$ cat config.mk
export PLATFORM = sky130hd
export DESIGN_NAME = mtx_wb_writeback
export DESIGN_NICKNAME = d
export VERILOG_FILES = /design/src/rtl/mtx_wb_writeback.sv
export SDC_FILE = /design/constraint.sdc
export NUM_CORES = 1
export LEC_CHECK = 0
export CAP_MARGIN = 20
export CORE_UTILIZATION = 35
export DETAILED_ROUTE_END_ITERATION = 8
export PLACE_DENSITY_LB_ADDON = 0.2
export SYNTH_ARGS = -nofsm -noshare
export SYNTH_HDL_FRONTEND = slang
export SYNTH_SLANG_ARGS = --single-unit
$ cat constraint.sdc
create_clock -name clk -period 4.2 [get_ports clk]
set_input_delay 0.84 -clock clk [delete_from_list [all_inputs] [get_ports clk]]
set_output_delay 0.84 -clock clk [all_outputs]
set_load 0.01 [all_outputs]
$ cat src/rtl/mtx_wb_writeback.sv
// ----------------------------------------------------------------------------
// mtx_wb_writeback: writeback stage driving the scalar and matrix RF write ports
// Revision: 1.0
// ----------------------------------------------------------------------------
`default_nettype none

module mtx_wb_writeback #(
  parameter int XLEN  = 32,
  parameter int NCOLS = 4
) (
  input  logic                    clk,
  input  logic                    rst,
  input  logic [XLEN-1:0]         wb_mem_data,
  input  logic [XLEN-1:0]         wb_alu_o,
  input  logic [4:0]              wb_rd,
  input  logic                    wb_mem2reg,
  input  logic                    wb_regs_write,
  input  logic [1:0]              wb_matrix_index,
  input  logic                    wb_mem2matrix,
  input  logic                    wb_matrix_write,
  input  logic                    wb_matrix_write_mopa,
  input  logic [1:0]              wb_mem_matrix2reg,
  input  logic [XLEN-1:0]         wb_matrix_line_data,
  input  logic                    wb_mem_reg2matrix,
  input  logic [XLEN-1:0]         wb_regs_data1,
  input  logic [NCOLS*XLEN-1:0]   wb_matrix_mul_o,
  output logic                    rf_we,
  output logic [4:0]              rf_waddr,
  output logic [XLEN-1:0]         rf_wdata,
  output logic                    mx_we,
  output logic [1:0]              mx_tile,
  output logic [1:0]              mx_row,
  output logic [1:0]              mx_col,
  output logic [XLEN-1:0]         mx_wdata,
  output logic                    wb_stall
);

  localparam logic [1:0] c_LAST_BEAT = 2'(NCOLS - 1);

  typedef enum logic [0:0] {
    S_IDLE  = 1'b0,
    S_BURST = 1'b1
  } state_t;

  state_t            r_state;
  logic [1:0]        r_beat;
  logic [1:0]        r_tile;
  logic [1:0]        r_row;
  logic [XLEN-1:0]   r_words [1:NCOLS-1];

  logic              w_idle;
  logic              w_mopa_req;
  logic              w_last;
  logic              w_unused;

  assign w_idle     = (r_state == S_IDLE);
  assign w_mopa_req = w_idle && wb_matrix_write && wb_matrix_write_mopa;
  assign w_last     = (r_beat == c_LAST_BEAT);

  // Only the row/col fields of the ALU result address the matrix.
  assign w_unused = ^{wb_alu_o[XLEN-1:6], wb_alu_o[1:0]};

  always_comb begin
    rf_we    = 1'b0;
    rf_waddr = '0;
    rf_wdata = '0;
    mx_we    = 1'b0;
    mx_tile  = '0;
    mx_row   = '0;
    mx_col   = '0;
    mx_wdata = '0;
    wb_stall = 1'b0;
    if (rst) begin
      if (w_idle) begin
        rf_we    = wb_regs_write && (wb_rd != 5'd0);
        rf_waddr = wb_rd;
        if (wb_mem2reg)
          rf_wdata = wb_mem_data;
        else if (wb_mem_matrix2reg != 2'd0)
          rf_wdata = wb_matrix_line_data;
        else
          rf_wdata = wb_alu_o;

        if (wb_matrix_write) begin
          mx_tile = wb_matrix_index;
          mx_row  = wb_alu_o[5:4];
          if (wb_matrix_write_mopa) begin
            // Column 0 goes out immediately; the rest drain from the latches.
            mx_we    = 1'b1;
            mx_col   = 2'd0;
            mx_wdata = wb_matrix_mul_o[XLEN-1:0];
            wb_stall = 1'b1;
          end else if (wb_mem2matrix) begin
            mx_we    = 1'b1;
            mx_col   = wb_alu_o[3:2];
            mx_wdata = wb_mem_data;
          end else if (wb_mem_reg2matrix) begin
            mx_we    = 1'b1;
            mx_col   = wb_alu_o[3:2];
            mx_wdata = wb_regs_data1;
          end
        end
      end else begin
        mx_we    = 1'b1;
        mx_tile  = r_tile;
        mx_row   = r_row;
        mx_col   = r_beat;
        mx_wdata = r_words[r_beat];
        wb_stall = !w_last;
      end
    end
  end

  always_ff @(posedge clk) begin
    if (!rst) begin
      r_state <= S_IDLE;
      r_beat  <= 2'd0;
      r_tile  <= 2'd0;
      r_row   <= 2'd0;
      for (int i = 1; i < NCOLS; i++)
        r_words[i] <= '0;
    end else begin
      case (r_state)
        S_IDLE: begin
          if (w_mopa_req) begin
            r_state <= S_BURST;
            r_beat  <= 2'd1;
            r_tile  <= wb_matrix_index;
            r_row   <= wb_alu_o[5:4];
            for (int i = 1; i < NCOLS; i++)
              r_words[i] <= wb_matrix_mul_o[i*XLEN +: XLEN];
          end
        end
        S_BURST: begin
          if (w_last) begin
            r_state <= S_IDLE;
            r_beat  <= 2'd0;
          end else begin
            r_beat <= r_beat + 2'd1;
          end
        end
        default: begin
          r_state <= S_IDLE;
          r_beat  <= 2'd0;
        end
      endcase
    end
  end

endmodule

`default_nettype wire

* Word level (Yosys, flattened, before mapping)
Memory sizes are Yosys's and may differ from the RTL's. A register that Yosys moved wholly into a read port is not among the register bits.
Cells that the tools add are included.
Widths: inputs -> output; s select.
** Storage, ports and cells
- Memory bits (writable) :: 96
- Input bits :: 273
- Memories kept :: 1
- Register bits after elaboration :: 7
** Cells by class
- Reduce and logical (&&, ||, !) cells :: 7
- Eq/ne operators :: 2
- Add/subtract/negate cells :: 1
- Bitwise gates (word level) :: 4
- Mux-type cells :: 51
** Memories
- r_words :: words 3, width 32, rd ports 1, clocked after memory_dff 1, wr ports 3, line 49 : logic [XLEN-1:0] r_words [1:NCOLS-1];
** Operator list (count)
- $mux 32 :: 13
- $mux 2 :: 16
- $mux 1 :: 18
- $mux 5 :: 2
- $reduce_bool 5->1 :: 1
- $pmux 2 s2 :: 1
- $logic_and 1x1->1 :: 3
- $or 1x1->1 :: 3
- $add 2x1->2 const B :: 1
- $eq 2x2->1 const B :: 1
- $ne 2x1->1 const B :: 1
- $pmux 1 s2 :: 1
- $reduce_and 2->1 :: 1
- $reduce_bool 2->1 :: 1
- $logic_not 1->1 :: 1
- $not 1->1 :: 1

* Longest topological paths before layout
- Word-level depth :: 8
- Depth in mapped cells :: 6
- Depth with buffers taken out :: 3

* Least setup slack after synthesis
Ideal clock, no wire load.
- Path type :: input-to-reg
- Start :: in wb_matrix_write_mopa
- End :: mem r_words[1][0], enable pin
- Arrival time :: 2.670 ns
- Slack :: 0.625 ns
- Stages :: 3
- Setup time :: 0.905 ns
- Cell sequence :: nand3b_1 -> buf_6 -> nand2_1
** RTL lines
- start, declared :: line 21 : input logic wb_matrix_write_mopa,
- end, declared :: line 49

* Final worst setup path
- Start :: in wb_mem_reg2matrix
- End :: out mx_wdata[16]
** Between the ends
- Word-level cells in the longest chain between the ends :: 6
** Ends and longest elaborated chain
- start, declared :: line 24 : input logic wb_mem_reg2matrix,
- $mux 32 :: line 97 : end else if (wb_mem_reg2matrix) begin
- $mux 32 :: line 93 : end else if (wb_mem2matrix) begin
- $mux 32 :: line 87 : if (wb_matrix_write_mopa) begin
- $mux 32 :: line 84 : if (wb_matrix_write) begin
- $mux 32 :: line 74 : if (w_idle) begin
- $mux 32 :: line 73 : if (rst) begin
- end, declared :: line 34 : output logic [XLEN-1:0] mx_wdata,
Every way passes these cells.

==> flow_metrics.py <==
metrics = {
    "routing": {
        "drc": 0,
        "viasPerCell": 5.13,
        "drt-pass1-iter-count": 5,
        "drt_iter0_drc": 305,
        "avgRoutedWirePerCell_um": 19.6,
        "ant_nets": 0,
        "vias": 5976,
        "drt-total-wl_um": 22900,
    },
    "synthesis": {
        "synth-edff-count": 96,
        "synth_ff_type": "edfxtp_1",
        "synthArstFlopShare_pct": 0,
        "synth.area.top_cells": "edfxtp_1, and2_1, mux2i_1",
        "yosys_warnings": 0,
        "synth_seq_cells": 105,
        "syn_avg_cell_area_sq_um": 10.6,
        "ys_types": 32,
        "synth_cells": 605,
        "syn-num-nets": 879,
        "synth.largest_area_cell": "edfxtp_1",
        "yosysSeqAreaShare_pct": 47.8,
        "synth_top_area_share_pct": 45.0,
        "syn_area_sq_um": 6400,
    },
    "hold_path": {
        "min-delay-path-class": "reg -> reg",
    },
    "pwr": {
        "irDropWorstVdd_mv": 0.243,
        "p_leak_nw": 3.73,
        "p_per_area_nw_per_um2": 269,
    },
    "placement": {
        "postPlaceCellArea_sq_um": 10100,
        "gp_congestion": 0.898,
        "dp_hpwl_um": 17400,
        "portBuffers": 350,
    },
    "floorplanning": {
        "dieHeight_um": 137,
        "io_pins": 351,
        "die_w_um": 137,
        "start_util_pct": 35.6,
        "core_area_sq_um": 18000,
        "die_area_sq_um": 18800,
        "rows": 49,
    },
    "clock_network": {
        "cts_setup_buffers": 0,
        "cts_buffers": 9,
        "ctsHtreeMaxLevel": 3,
        "clk_latency_ns": 0.36,
        "cts_max_path_buffers": 2,
        "path_clk_slew_ns": 0.07,
        "ctsHoldBuffers": 0,
        "clockRootBuffer": "clkbuf_16",
        "cts_tree": "done",
        "clock_sinks": 105,
        "post_cts_resized": 0,
    },
    "critical_path": {
        "cp.arrival_ns": 3.02,
        "required_ns": 3.36,
        "path_class": "in -> out",
        "path_max_fanout": 15,
        "endpoint_kind": "output port",
        "worst_setup_path_start_kind": "primary input",
    },
    "timing": {
        "min_period_over_period_pct": 92.0,
        "drv_slew": 0,
        "finalClockSkew_ns": 0.00887,
        "final.setup.tns_ns": 0,
        "rsz0062_at_grt": "no",
        "tightest_slew_ns": 0.948,
        "relSlewSlack_pct": 36.8,
        "hold_viol": 0,
        "setup_viol": 0,
        "fmax_mhz": 259,
        "finalCriticalPeriod_ns": 3.86,
        "worst_hold_slack_ns": 0.501,
    },
    "final_layout": {
        "drive_gt1_share_pct": 4.71,
        "final_area_sq_um": 10400,
        "final_net_count": 1203,
        "multi_input_area_sq_um": 3040,
        "final_cell_mix": "clkdlybuf4s50_1, and2_1, edfxtp_1, mux2i_1, o21ai_0",
        "final_common_cell": "clkdlybuf4s50_1",
        "seqCellArea_sq_um": 3070,
        "nFillCells": 1604,
        "area_delta_synth_final_pct": 62.0,
    },
    "outcome": {
        "status": "complete, no violations",
    },
    "global_route": {
        "overflow": 0,
        "grt_pass1_wl_um": 32700,
        "grt_use_total_pct": 23.9,
        "grt_pass1_vias": 5715,
        "antenna_found_initial": 2,
        "grt_max_degree": 97,
    },
    "job": {
        "drv_cap": 0,
    },
}
critical path: stages:
cell and delay (ns):
clkdlybuf4s50_1 0.55, nor2b_4 0.29, buf_4 0.29, a221oi_1 0.13, o32ai_1 0.31, clkdlybuf4s50_1 0.60
per-layer routing:
layer / share of wire [%] / track usage [%] / vias up
met1: 41 / 29.2 / 2779
met3: 7.0 / 5.41 / 41
met4: 3.4 / 10.5 / 0
met2: 49 / 40.3 / 249
li1: - / - / 2907
met5: 0 / 0 / -
sequential cells by signal (all words and copies together) (netlist names), named ones only:
signal,flops
r_words,96
r_beat,2
r_row,2
r_tile,2
r_state,1
worst paths after layout:
kind	endpoint	slack, ns	startpoint	cells after the start
max reg2reg	r_words[1][4]	2.07	r_state	4
min	r_row[0]	0.50	r_row[0]	2
min reg2reg	r_row[0]	0.50	r_row[0]	2
max	mx_wdata[16]	0.34	wb_mem_reg2matrix	6
kinds of logic (layout without fill, tap and decap cells):
kind of cell    Yosys count  after routing  share of synthesized area, %
flops                   105            105                          47.8
other cells               0              2                             0
fa+ha+maj                 1              1                         0.195
simple gates            198            198                          19.0
mux                      68             68                          10.6
compound gates          173            173                          17.4
buf+inv                  60            389                          4.96
cells in the mapped netlist (2+ instances only):
cell      count
inv_1         2
a21oi_1      43
nand4b_1      2
nand3_1       5
nor2_1        5
o32ai_1      32
clkbuf_2      6
mux2i_1      68
dfxtp_1       9
edfxtp_1     96
nand2_1      10
buf_4         6
buf_6         6
clkbuf_1     24
a221oi_1     32
nor2b_1      34
buf_2        14
and2_1      134
o21ai_0      63
o21ai_1       2
power by group:
group	leakage [nW]	internal [mW]	switching, mW	total [mW]
combinational	2.49	0.429	0.286	0.715
sequential	1.09	1.21	0.0227	1.24
clock	0.145	0.423	0.418	0.841
through the flow:
step                      instances  power (mW)  setup slack [ns]  utilization [%]
after floorplan                 605        1.54             0.625                -
after global placement         1147        1.97             0.333             56.1
after detailed placement       1147        1.98             0.362             56.1
after CTS                      1163        2.82             0.359             57.7
after global routing           1165        2.92             0.279             57.7
final                          1165        2.79             0.337             57.7
area by class of cell:
| class | count | share of cell area [%] |
|---|---|---|
| multi-input combinational | 440 | 29.3 |
| timing repair buffer | 370 | 35.4 |
| tap | 229 | 2.76 |
| clock buffer | 10 | 2.21 |
| clock inverter | 6 | 0.627 |
| sequential | 105 | 29.6 |
| inverter | 3 | 0.109 |
| antenna | 2 | 0.0483 |
(Power assumes the default switching activity.)
